--- config.mk ---
export PLATFORM = sky130hd
export DESIGN_NAME = bus_arbiter_8
export DESIGN_NICKNAME = d
export VERILOG_FILES = /design/src/rtl/bus_arb_pkg.sv /design/src/rtl/rr_pick.sv /design/src/rtl/bus_arbiter_8.sv
export SDC_FILE = /design/constraint.sdc
export NUM_CORES = 1
export LEC_CHECK = 0
export CORE_ASPECT_RATIO = 1.1
export CORE_MARGIN = 2
export CORE_UTILIZATION = 40
export CTS_BUF_LIST = sky130_fd_sc_hd__clkbuf_16
export DETAILED_ROUTE_END_ITERATION = 10
export GPL_ROUTABILITY_DRIVEN = 0
export PLACE_DENSITY_LB_ADDON = 0.2
export SLEW_MARGIN = 20
export SYNTH_ARGS = -nofsm -noshare
export SYNTH_HDL_FRONTEND = slang
export SYNTH_SLANG_ARGS = --single-unit
--- constraint.sdc ---
create_clock -name clk -period 4.4 [get_ports clk]
set_input_delay 0.66 -clock clk [delete_from_list [all_inputs] [get_ports clk]]
set_output_delay 0.66 -clock clk [all_outputs]
set_load 0.03 [all_outputs]
--- src/rtl/bus_arb_pkg.sv ---
// Shared definitions for the 8-requester round-robin bus arbiter.
//   N_REQ            : number of requesters (matches the 8-to-1 bus mux)
//   SEL_W            : mux select width, log2(N_REQ)
//   MAX_HOLD_DEFAULT : default hold limit before preemption under contention
//   HOLD_W           : hold counter width, sized for MAX_HOLD up to 15
//   state_t          : arbiter FSM states
//   onehot()         : index -> one-hot requester vector
package bus_arb_pkg;

  localparam int N_REQ            = 8;
  localparam int SEL_W            = 3;
  localparam int MAX_HOLD_DEFAULT = 4;
  localparam int HOLD_W           = 4;

  typedef enum logic {
    IDLE  = 1'b0,
    OWNED = 1'b1
  } state_t;

  function automatic logic [N_REQ-1:0] onehot(input logic [SEL_W-1:0] idx);
    logic [N_REQ-1:0] v;
    v      = '0;
    v[idx] = 1'b1;
    return v;
  endfunction

endpackage

--- src/rtl/rr_pick.sv ---
// Combinational round-robin find-first.
// Searches req starting at index `pointer`, ascending and wrapping 7->0;
// the first set bit wins.
//   req     in  8  request vector
//   pointer in  3  index holding top priority
//   found   out 1  at least one request is set
//   idx     out 3  winning index (equals pointer when nothing is found)
module rr_pick
  import bus_arb_pkg::*;
(
  input  logic [N_REQ-1:0] req,
  input  logic [SEL_W-1:0] pointer,
  output logic             found,
  output logic [SEL_W-1:0] idx
);

  logic [SEL_W-1:0] cand;

  // NOTE: every output of a combinational block gets a default before any
  // conditional assignment; a path that leaves one unassigned infers a latch.
  always_comb begin
    found = 1'b0;
    idx   = pointer;
    cand  = pointer;
    // Walk from the farthest offset back to the nearest so the lowest
    // offset from the pointer overwrites any earlier hit. The 3-bit sum
    // wraps naturally because N_REQ is a power of two.
    for (int i = N_REQ - 1; i >= 0; i--) begin
      cand = pointer + SEL_W'(i);
      if (req[cand]) begin
        found = 1'b1;
        idx   = cand;
      end
    end
  end

endmodule

--- src/rtl/bus_arbiter_8.sv ---
// Round-robin arbiter sharing one 16-bit bus among 8 requesters.
// One idle turnaround cycle separates owners; an owner is forced off after
// MAX_HOLD cycles if anyone else is waiting.
//   clk       in  1  system clock, rising edge
//   reset     in  1  synchronous, active-high
//   req       in  8  level requests
//   done      in  8  release strobes; only the owner's bit matters
//   grant     out 8  one-hot ownership, zero when idle
//   sel       out 3  bus mux select = index of current/last owner
//   bus_valid out 1  some requester owns the bus
//   preempt   out 1  one-cycle pulse when an owner is forced off
module bus_arbiter_8
  import bus_arb_pkg::*;
#(
  parameter int MAX_HOLD = MAX_HOLD_DEFAULT  // legal range 1..15
) (
  input  logic             clk,
  input  logic             reset,
  input  logic [N_REQ-1:0] req,
  input  logic [N_REQ-1:0] done,
  output logic [N_REQ-1:0] grant,
  output logic [SEL_W-1:0] sel,
  output logic             bus_valid,
  output logic             preempt
);

  state_t              state_q, state_d;
  logic [SEL_W-1:0]    pointer_q, pointer_d;
  logic [HOLD_W-1:0]   hold_q, hold_d;
  logic [N_REQ-1:0]    grant_q, grant_d;
  logic [SEL_W-1:0]    sel_q, sel_d;
  logic                bus_valid_q, bus_valid_d;
  logic                preempt_q, preempt_d;

  logic                pick_found;
  logic [SEL_W-1:0]    pick_idx;
  logic                owner_keeps;
  logic                contention;
  logic                hold_full;

  rr_pick u_rr_pick (
    .req     (req),
    .pointer (pointer_q),
    .found   (pick_found),
    .idx     (pick_idx)
  );

  // sel_q doubles as the owner index while OWNED.
  assign owner_keeps = req[sel_q] & ~done[sel_q];
  assign contention  = |(req & ~onehot(sel_q));
  assign hold_full   = (hold_q == HOLD_W'(MAX_HOLD));

  always_comb begin
    state_d     = state_q;
    pointer_d   = pointer_q;
    hold_d      = hold_q;
    grant_d     = grant_q;
    sel_d       = sel_q;
    bus_valid_d = bus_valid_q;
    preempt_d   = 1'b0;

    unique case (state_q)
      IDLE: begin
        if (pick_found) begin
          state_d     = OWNED;
          grant_d     = onehot(pick_idx);
          sel_d       = pick_idx;
          bus_valid_d = 1'b1;
          hold_d      = HOLD_W'(1);
          pointer_d   = pick_idx + SEL_W'(1);
        end
      end

      OWNED: begin
        // A voluntary release (done or dropped req) outranks preemption,
        // so a simultaneous done suppresses the preempt pulse.
        if (!owner_keeps || (hold_full && contention)) begin
          state_d     = IDLE;
          grant_d     = '0;
          bus_valid_d = 1'b0;
          hold_d      = '0;
          preempt_d   = owner_keeps;
        end else if (!hold_full) begin
          hold_d = hold_q + HOLD_W'(1);
        end
      end

      default: state_d = IDLE;
    endcase
  end

  // NOTE: sequential state uses non-blocking assignments so every register
  // samples the pre-edge values regardless of statement order.
  always_ff @(posedge clk) begin
    // NOTE: all of these are control registers (no storage arrays), so the
    // whole set is cleared by reset.
    if (reset) begin
      state_q     <= IDLE;
      pointer_q   <= '0;
      hold_q      <= '0;
      grant_q     <= '0;
      sel_q       <= '0;
      bus_valid_q <= 1'b0;
      preempt_q   <= 1'b0;
    end else begin
      state_q     <= state_d;
      pointer_q   <= pointer_d;
      hold_q      <= hold_d;
      grant_q     <= grant_d;
      sel_q       <= sel_d;
      bus_valid_q <= bus_valid_d;
      preempt_q   <= preempt_d;
    end
  end

  assign grant     = grant_q;
  assign sel       = sel_q;
  assign bus_valid = bus_valid_q;
  assign preempt   = preempt_q;

endmodule

==> results of run 1 <==
[routing by layer]
layer	global-route usage [%]	part of all wire (%)	wire length (um)
met3	1.52	3.2	158
met2	31.5	49	2460
met4	4.07	1.2	58
met5	0	0	0
met1	24.7	46	2300
[kinds of logic after synthesis]
group,Yosys count,synth area share (%)
xor gates and xnor gates,5,2.10
adders and majority gates,4,2.40
buffers and inverters,28,6.60
and+or+nand+nor,75,18.7
AOI/OAI and AO/OA,55,20.4
DFF,21,20.2
muxes,44,29.6
[path summary, 6_finish.rpt]
| kind | to | cells after the start | startpoint | slack [ns] |
|---|---|---|---|---|
| setup / recovery | grant[4] | 9 | req[3] | 0.90 |
| hold reg to reg | grant[3] | 2 | grant[3] | 0.44 |
| hold / removal | grant[3] | 2 | grant[3] | 0.44 |
| setup reg to reg | pointer_q[2] | 10 | pointer_q[0] | 1.04 |
[flip-flops by register name, summed over array words and instances (netlist names)]
register and count:
grant 8, hold_q 4, pointer_q 3, sel 3
bus_valid 1, preempt 1, state_q 1
[area by class of cell]
class	count	area, um^2	share of cell area [%]
repair buffers	35	338	13.7
flip-flops and latches	21	420	17.0
clock buffers	3	75.1	3.04
clock inverters	1	3.75	0.152
multi-input cells	183	1530	61.8
well taps	58	72.6	2.94
inverters	9	33.8	1.37
[synthesized netlist by cell type, types with 2 or more instances]
cell	number	share of area [%]
a32o_1	3	1.4
a211oi_1	3	1.1
o21ai_0	4	0.96
mux4_1	2	2.5
and2_1	4	1.2
nand4_1	2	0.60
o31ai_1	3	1.1
ha_1	4	2.4
nand3b_1	3	1.1
nand2_1	24	4.3
nor3b_1	3	1.1
nand2b_1	3	0.90
dfxtp_1	21	20
mux2_2	11	5.9
nor2_1	16	2.9
mux4_2	10	11
clkbuf_1	9	1.6
and3b_1	2	0.84
inv_1	8	1.4
buf_6	3	1.6
nand3_1	3	0.72
o32a_1	2	0.96
a211o_1	2	0.84
mux2i_1	20	9.6
nor3_1	4	0.96
a21oi_1	16	3.8
a31oi_1	4	1.2
a22oi_1	2	0.72
o22ai_1	3	0.90
xor2_1	2	0.84
xnor2_1	3	1.3
or3_1	3	0.90
buf_2	5	1.2
[critical path, stage by stage]
cell	delay [ns]
clkdlybuf4s50_1	0.56
mux4_1	0.64
mux2_2	0.30
o32a_1	0.36
nor3_1	0.25
or2_1	0.26
nor2_1	0.15
and2_1	0.24
a32o_1	0.22
[cell usage in the layout, fill, tap and decap left out, types with 2 or more instances in the layout]
master | netlist | layout
a22oi_1 | 2 | 2
and2_1 | 4 | 4
mux2_2 | 11 | 11
nand3_1 | 3 | 3
inv_1 | 8 | 9
a21oi_1 | 16 | 16
mux2i_1 | 20 | 20
o31ai_1 | 3 | 3
nand4_1 | 2 | 2
clkbuf_16 | 0 | 3
nand2b_1 | 3 | 3
and3b_1 | 2 | 2
mux4_2 | 10 | 10
ha_1 | 4 | 4
nor2_1 | 16 | 16
dfxtp_1 | 21 | 21
a32o_1 | 3 | 3
nor3b_1 | 3 | 3
xnor2_1 | 3 | 3
nand2_1 | 24 | 24
xor2_1 | 2 | 2
or3_1 | 3 | 3
a211oi_1 | 3 | 3
a31oi_1 | 4 | 4
mux4_1 | 2 | 2
nand3b_1 | 3 | 3
nor3_1 | 4 | 4
buf_4 | 1 | 5
clkdlybuf4s50_1 | 0 | 30
a211o_1 | 2 | 2
o32a_1 | 2 | 2
o21ai_0 | 4 | 4
o22ai_1 | 3 | 3
[power by group]
| group | total (mW) | internal (mW) | switching (mW) |
|---|---|---|---|
| combinational | 1.21 | 0.557 | 0.655 |
| sequential | 0.310 | 0.237 | 0.0730 |
| clock | 0.184 | 0.121 | 0.0635 |
[stage by stage]
step / setup slack (ns) / total power, mW / hold WS (ns) / cells
floorplan: 0.896 / 1.28 / 0.512 / 232
global placement: 0.729 / 1.52 / 0.447 / 306
detailed placement: 0.695 / 1.52 / 0.447 / 306
CTS: 0.940 / 1.72 / 0.454 / 310
global route: 0.725 / 1.84 / 0.478 / 310
finish: 0.904 / 1.71 / 0.444 / 310
==> flow_summary_export.csv, run 1 <==
group,metric,value,unit
sta,tightest_slew,0.909,ns
detailed_routing,vias,1839,
global_route,grt_pass1_vias,1741,
logic_synthesis,yosysSeqAreaShare,20.2,%
logic_synthesis,syn_area,2080,um^2
logic_synthesis,synth_flop_cell,"dfxtp_1",
sta,fmax,286,MHz
logic_synthesis,synth.avg_cell_area,8.98,um^2
floorplanning,core-area,5000,um^2
power,vdd_drop_max,352,uV
clocking,cts_root_buf,"clkbuf_16",
sta,slew_violations,0,
clocking,insertion_delay,0.25,ns
worst_setup_path,cp-start-kind,"input pin",
clocking,htree_num_levels,1,
clocking,cts.clk_slew.worst_paths,0.05,ns
worst_setup_path,crit_required,4.54,ns
logic_synthesis,yosysWarnings,0,
logic_synthesis,synth-edff-count,0,
power,power_density,691,nW/um^2
sta,fin_skew,0.00181,ns
global_route,grt_pass1_wl,8.54,mm
finish,diodes,0,
floorplanning,rows,27,
place,dp_hpwl,3.71,mm
place,port_buffers,30,
global_route,grt_overflow,0,
run,drv_cap,0,
floorplanning,die_width,72.8,um
detailed_routing,first_iter_violations,96,
floorplanning,start_util,41.7,%
clocking,cts.repair.resized,0,
clocking,cts_tree,"built",
logic_synthesis,ys_ff_latch,21,
sta,setup_viol,0,
worst_setup_path,cp.arrival,3.64,ns
worst_setup_path,crit_path_max_fanout,8,
detailed_routing,dr.pass1.iters,4,
sta,rsz0062_at_grt,"no",
detailed_routing,final_antenna_net_count,0,
logic_synthesis,syn_inst,232,
global_route,antenna_found_initial,0,
finish,fin_nets,275,
sta,period_share,79.4,%
detailed_routing,remaining_drc_errors,0,
clocking,postCtsHoldBufs,0,
global_route,grt_max_degree,23,
detailed_routing,viasPerCell,5.93,
finish,layout-drive-gt1-share,16.7,%
sta,hold_violations,0,
floorplanning,boundaryPins,31,
logic_synthesis,synth.net_count,254,
floorplanning,die-height,79.7,um
clocking,cts_made_buffers,3,
worst_setup_path,endpoint_kind,"flip-flop",
global_route,grtUsageTotal,18.3,%
finish,fin_area,2470,um^2
place,postPlaceCellArea,2390,um^2
detailed_routing,wl,4.98,mm
worst_setup_path,crit_type,"in -> reg",
sta,period_needed,3.50,ns
clocking,cts_setup_buffers,0,
finish,final_util,49.4,%
detailed_routing,wl_per_cell,16.0,um
power,power_leakage,0.905,nW
finish,syn2layout_area_growth,18.5,%
logic_synthesis,async_flop_share,0,%
sta,relSlewSlack,39.3,%
sta,fin_tns_setup,0,ns
min_path,hp-class,"reg -> reg",
logic_synthesis,ys_types,58,
status,outcome,"completed",
floorplanning,die-area,5810,um^2
finish,fill_cells,493,
clocking,cts_sinks,21,
clocking,clockBufferDepth,2,
No activity file was read; power rests on OpenSTA's default activity.
==> inputs of run 2 (changes only) <==
==> constraint.sdc (replaced) <==
create_clock -name clk -period 2.9 [get_ports clk]
set_input_delay 0.435 -clock clk [delete_from_list [all_inputs] [get_ports clk]]
set_output_delay 0.435 -clock clk [all_outputs]
set_load 0.03 [all_outputs]
==> flow_summary_export.csv, run 2 (synthesis gave the netlist of run 1 again) <==
group,metric,value,unit
global_route,grt_pass1_wl,9.47,mm
worst_setup_path,crit_path_max_fanout,5,
floorplanning,start_util,41.7,%
sta,fmax,333,MHz
global_route,grt_overflow,0,
worst_setup_path,endpoint_kind,"flip-flop",
worst_setup_path,r2r_cells,10,
clocking,cts_root_buf,"clkbuf_16",
finish,syn2layout_area_growth,45.0,%
detailed_routing,wl_per_cell,15.5,um
detailed_routing,dr.pass1.iters,4,
global_route,antenna_found_initial,0,
finish,final_common_cell,"buf_4",
clocking,cts_sinks,21,
min_path,min_delay_path_depth,2,
place,dp_cells,353,
sta,fin_skew,0.00530,ns
clocking,htree_num_levels,1,
floorplanning,die-area,5810,um^2
power,vdd_drop_max,553,uV
power,power_density,1110,nW/um^2
finish,fill_cells,423,
worst_setup_path,crit_required,3.08,ns
floorplanning,boundaryPins,31,
sta,relSlewSlack,67.4,%
clocking,cts.clk_slew.worst_paths,0.06,ns
detailed_routing,final_antenna_net_count,0,
worst_setup_path,worst-r2r-setup-slack,-0.09,ns
clocking,postCtsHoldBufs,0,
floorplanning,die_width,72.8,um
sta,period_share,104,%
clocking,cts_made_buffers,3,
sta,slew_violations,0,
sta,hold_violations,0,
status,violations,"setup timing",
detailed_routing,remaining_drc_errors,0,
worst_setup_path,cp.arrival,3.19,ns
floorplanning,rows,27,
min_path,hp-class,"reg -> reg",
detailed_routing,vias,2103,
place,port_buffers,30,
detailed_routing,viasPerCell,5.73,
clocking,clockBufferDepth,2,
min_path,hold_start,"grant[3]",
sta,rsz0062_at_grt,"yes",
sta,tightest_slew,0.488,ns
min_path,min_to,"grant[3]",
sta,worst_slack,-0.104,ns
global_route,grt_max_degree,15,
finish,diodes,0,
worst_setup_path,reg2reg_to,"pointer_q[2]",
status,outcome,"finished with violations",
global_route,grtUsageTotal,20.5,%
place,dp_hpwl,4.24,mm
finish,layout-drive-gt1-share,38.2,%
worst_setup_path,crit_type,"in -> reg",
finish,final_cells,367,
power,power_leakage,1.23,nW
sta,setup_viol,10,
detailed_routing,first_iter_violations,129,
detailed_routing,wl,5.70,mm
worst_setup_path,r2r-start,"pointer_q[0]",
floorplanning,die-height,79.7,um
worst_setup_path,cp-start-kind,"input pin",
finish,fin_nets,332,
clocking,cts_tree,"built",
finish,largest_register_ffs,8,
global_route,grt_pass1_vias,2055,
floorplanning,core-area,5000,um^2
run,drv_cap,0,
sta,period_needed,3.00,ns
finish,final_cell_mix,"buf_4, clkdlybuf4s50_1, nand2_1",
clocking,insertion_delay,0.25,ns
sta,fin_tns_setup,-0.429,ns
run 2: changes by cell type in the layout (fill, tap and decap cells not counted), moves of 3 or more:
cell             delta
buf_4              +49
buf_6               +7
clkdlybuf4s50_1     -3
dlymetal6s2s_1      +3
nand2_1             -4
nand2_2             +4
run 2: what timing repair did:
action                                  CTS  global route
setup buffers                             6             3
gates cloned                              1             0
pin swaps                                 4            12
gates resized for setup                  14            16
endpoints found under the setup margin   13            19
run 2: area by class of cell:
type | count | area, um^2 | area share [%]
Multi-Input combinational cell | 183 | 1590 | 52.6
Timing Repair Buffer | 92 | 812 | 26.9
Sequential cell | 21 | 425 | 14.1
Clock buffer | 3 | 75.1 | 2.48
Tap cell | 58 | 72.6 | 2.40
Inverter | 9 | 41.3 | 1.37
Clock inverter | 1 | 5.00 | 0.166
run 2: worst max path at each step:
stage	cells past startpoint	end	slack (ns)	start
2_1_floorplan	13	pointer_q[2]	-0.35	pointer_q[0]
3_3_place_gp	9	pointer_q[2]	-0.31	req[1]
5_1_grt	9	hold_q[3]	-0.19	req[2]
3_5_place_dp	10	pointer_q[2]	-0.32	req[4]
6_report	9	pointer_q[2]	-0.10	req[3]
4_1_cts	10	pointer_q[2]	-0.11	pointer_q[0]
run 2: stage by stage:
stage | utilization, % | power, mW | area (um^2) | hold WS (ns) | setup WS [ns]
2_1_floorplan | - | 2.01 | 2120 | 0.512 | -0.353
3_5_place_dp | 55.3 | 2.76 | 2770 | 0.443 | -0.323
4_1_cts | 58.6 | 3.20 | 2930 | 0.453 | -0.113
5_1_grt | 60.5 | 3.59 | 3020 | 0.481 | -0.190
6_report | 60.5 | 3.36 | 3020 | 0.446 | -0.104
3_3_place_gp | 55.3 | 2.74 | 2770 | 0.442 | -0.313
run 2: worst max-delay path, cell delays in order:
cell and delay (ns):
clkdlybuf4s50_1 0.52, buf_4 0.19, mux2_4 0.25, mux4_2 0.52
o311a_4 0.40, o31ai_4 0.20, nand2_2 0.08, or4b_4 0.50
o211ai_2 0.08
run 2: power by group:
group,switching (mW),internal (mW)
Sequential,0.0746,0.365
Clock,0.104,0.185
Combinational,1.24,1.40
Total,1.42,1.95
run 2: metal layers:
layer	part of all wire, %	track usage (%)	vias to the layer above
met1	42	26.6	1001
li1	-	-	1027
met2	51	35.4	61
met3	3.5	1.64	14
met5	0	0	-
met4	2.9	7.04	0
==> inputs of run 3 (changes only) <==
--- a/config.mk
+++ b/config.mk
@@ -5,7 +5,7 @@
 export SDC_FILE = /design/constraint.sdc
 export NUM_CORES = 1
 export LEC_CHECK = 0
-export CORE_ASPECT_RATIO = 1.1
+export CORE_ASPECT_RATIO = 0.9
 export CORE_MARGIN = 2
 export CORE_UTILIZATION = 40
 export CTS_BUF_LIST = sky130_fd_sc_hd__clkbuf_16
==> flow_summary_export.csv, run 3 (synthesis gave the netlist of run 1 again) <==
group,metric,value,unit
detailed_routing,remaining_drc_errors,0,
floorplanning,start_util,42.3,%
worst_setup_path,cp-start-kind,"flip-flop",
place,postPlaceCellArea,2800,um^2
clocking,htree_num_levels,1,
worst_setup_path,crit_required,3.09,ns
status,outcome,"finished with violations",
finish,fin_area,2940,um^2
min_path,hp-class,"reg -> reg",
detailed_routing,final_antenna_net_count,0,
finish,layout-drive-gt1-share,36.4,%
floorplanning,die-area,5810,um^2
run,drv_cap,0,
floorplanning,boundaryPins,31,
global_route,grtUsageTotal,21.2,%
clocking,insertion_delay,0.25,ns
worst_setup_path,crit_type,"reg -> reg",
clocking,cts_tree,"built",
sta,period_share,103,%
clocking,clockBufferDepth,2,
sta,fin_skew,0.00288,ns
floorplanning,rows,24,
sta,tightest_slew,0.537,ns
worst_setup_path,critPathSlowestCell,"mux4_2",
sta,worst_slack,-0.0940,ns
global_route,grt_max_degree,16,
clocking,cts.clk_slew.worst_paths,0.06,ns
worst_setup_path,max_stage_delay,0.54,ns
place,port_buffers,30,
place,dp_hpwl,4.51,mm
finish,final_cell_mix,"buf_4, nand2_1, clkdlybuf4s50_1",
sta,slew_violations,0,
finish,syn2layout_area_growth,41.2,%
sta,holdWs,0.456,ns
floorplanning,core-area,4920,um^2
power,power_leakage,1.18,nW
detailed_routing,wl,5.80,mm
floorplanning,die_width,80.1,um
finish,final_common_cell,"buf_4",
global_route,antenna_found_initial,0,
sta,hold_violations,0,
detailed_routing,wl_per_cell,15.7,um
detailed_routing,first_iter_violations,117,
worst_setup_path,crit_chain,"inv_8 -> ha_4 -> mux4_2 -> mux2_4 -> and3_4 -> o311a_4 -> o31ai_4 -> nand2_2 -> or4b_4 -> o211ai_2",
sta,fmax,334,MHz
finish,largest_register_ffs,8,
power,power_density,1110,nW/um^2
detailed_routing,vias,2085,
finish,fin_nets,328,
global_route,grt_pass1_vias,2033,
min_path,min_delay_path_depth,1,
worst_setup_path,cp.arrival,3.18,ns
clocking,cts_root_buf,"clkbuf_16",
detailed_routing,dr.pass1.iters,7,
worst_setup_path,crit_path_max_fanout,8,
finish,diodes,0,
sta,rsz0062_at_grt,"yes",
worst_setup_path,endpoint_kind,"flip-flop",
global_route,grt_overflow,0,
clocking,cts_sinks,21,
sta,period_needed,2.99,ns
global_route,grt_pass1_wl,9.81,mm
detailed_routing,viasPerCell,5.64,
sta,relSlewSlack,64.2,%
clocking,cts_made_buffers,3,
sta,setup_viol,13,
status,violations,"setup timing",
floorplanning,die-height,72.5,um
sta,fin_tns_setup,-0.682,ns
clocking,postCtsHoldBufs,0,
finish,final_util,59.8,%
worst_setup_path,r2r_cells,10,
power,vdd_drop_max,485,uV
run 3: cell count changes in the layout (fill, tap and decap cells not counted), moves of 2 or more:
| cell | delta |
|---|---|
| buf_6 | -7 |
| buf_4 | +3 |
| clkdlybuf4s50_1 | -4 |
| nand2_2 | -3 |
| a21oi_2 | +2 |
| dlymetal6s2s_1 | -3 |
| nand2_1 | +3 |
| dlygate4sd2_1 | +7 |
run 3: critical path, delay by kind of cell, from the launching register on:
| family | cells | cell delay, ns |
|---|---|---|
| flops | 1 | 0.37 |
| mux | 2 | 0.84 |
| buf+inv | 1 | 0.03 |
| compound gates | 3 | 0.60 |
| simple gates | 3 | 0.76 |
| fa+ha+maj | 1 | 0.32 |
run 3: per-stage QoR:
| stage | instances | power (mW) | worst slack [ns] |
|---|---|---|---|
| 2_1_floorplan | 232 | 2.01 | -0.353 |
| 3_3_place_gp | 362 | 2.81 | -0.428 |
| 3_5_place_dp | 362 | 2.83 | -0.455 |
| 4_1_cts | 370 | 3.24 | -0.0888 |
| 5_1_grt | 370 | 3.50 | -0.182 |
| 6_report | 370 | 3.28 | -0.0940 |
run 3: final timing paths:
check / startpoint / to / slack (ns)
setup reg to reg: pointer_q[0] / pointer_q[2] / -0.09
hold / removal: bus_valid / bus_valid / 0.46
hold reg to reg: bus_valid / bus_valid / 0.46
setup / recovery: pointer_q[0] / pointer_q[2] / -0.09
run 3: final cells by class:
cell class | instances | area [um^2]
multi-input combinational | 183 | 1580
fill | 450 | 1980
timing repair buffer | 88 | 739
tap | 65 | 81.3
clock buffer | 3 | 75.1
clock inverter | 1 | 3.75
sequential | 21 | 425
inverter | 9 | 41.3
run 3: power by group:
| part | internal (mW) | leakage, nW | total (mW) | switching, mW |
|---|---|---|---|---|
| Combinational | 1.32 | 0.963 | 2.53 | 1.21 |
| Clock | 0.184 | 0.0423 | 0.284 | 0.101 |
| Sequential | 0.365 | 0.173 | 0.462 | 0.0976 |
run 3: per-layer routing:
metal  vias to the layer above  routed length, um  GRT usage, %
met5                         -                  0             0
met4                         0                  0          2.07
met3                         0                236          3.73
met2                        61               2680          33.7
met1                      1002               2890          31.4
li1                       1022                  -             -
run 3: what timing repair did:
item	CTS	global route
gates cloned	1	0
endpoints found under the setup margin	14	18
pin swaps	2	1
buffers inserted	3	0
gates resized for setup	17	7
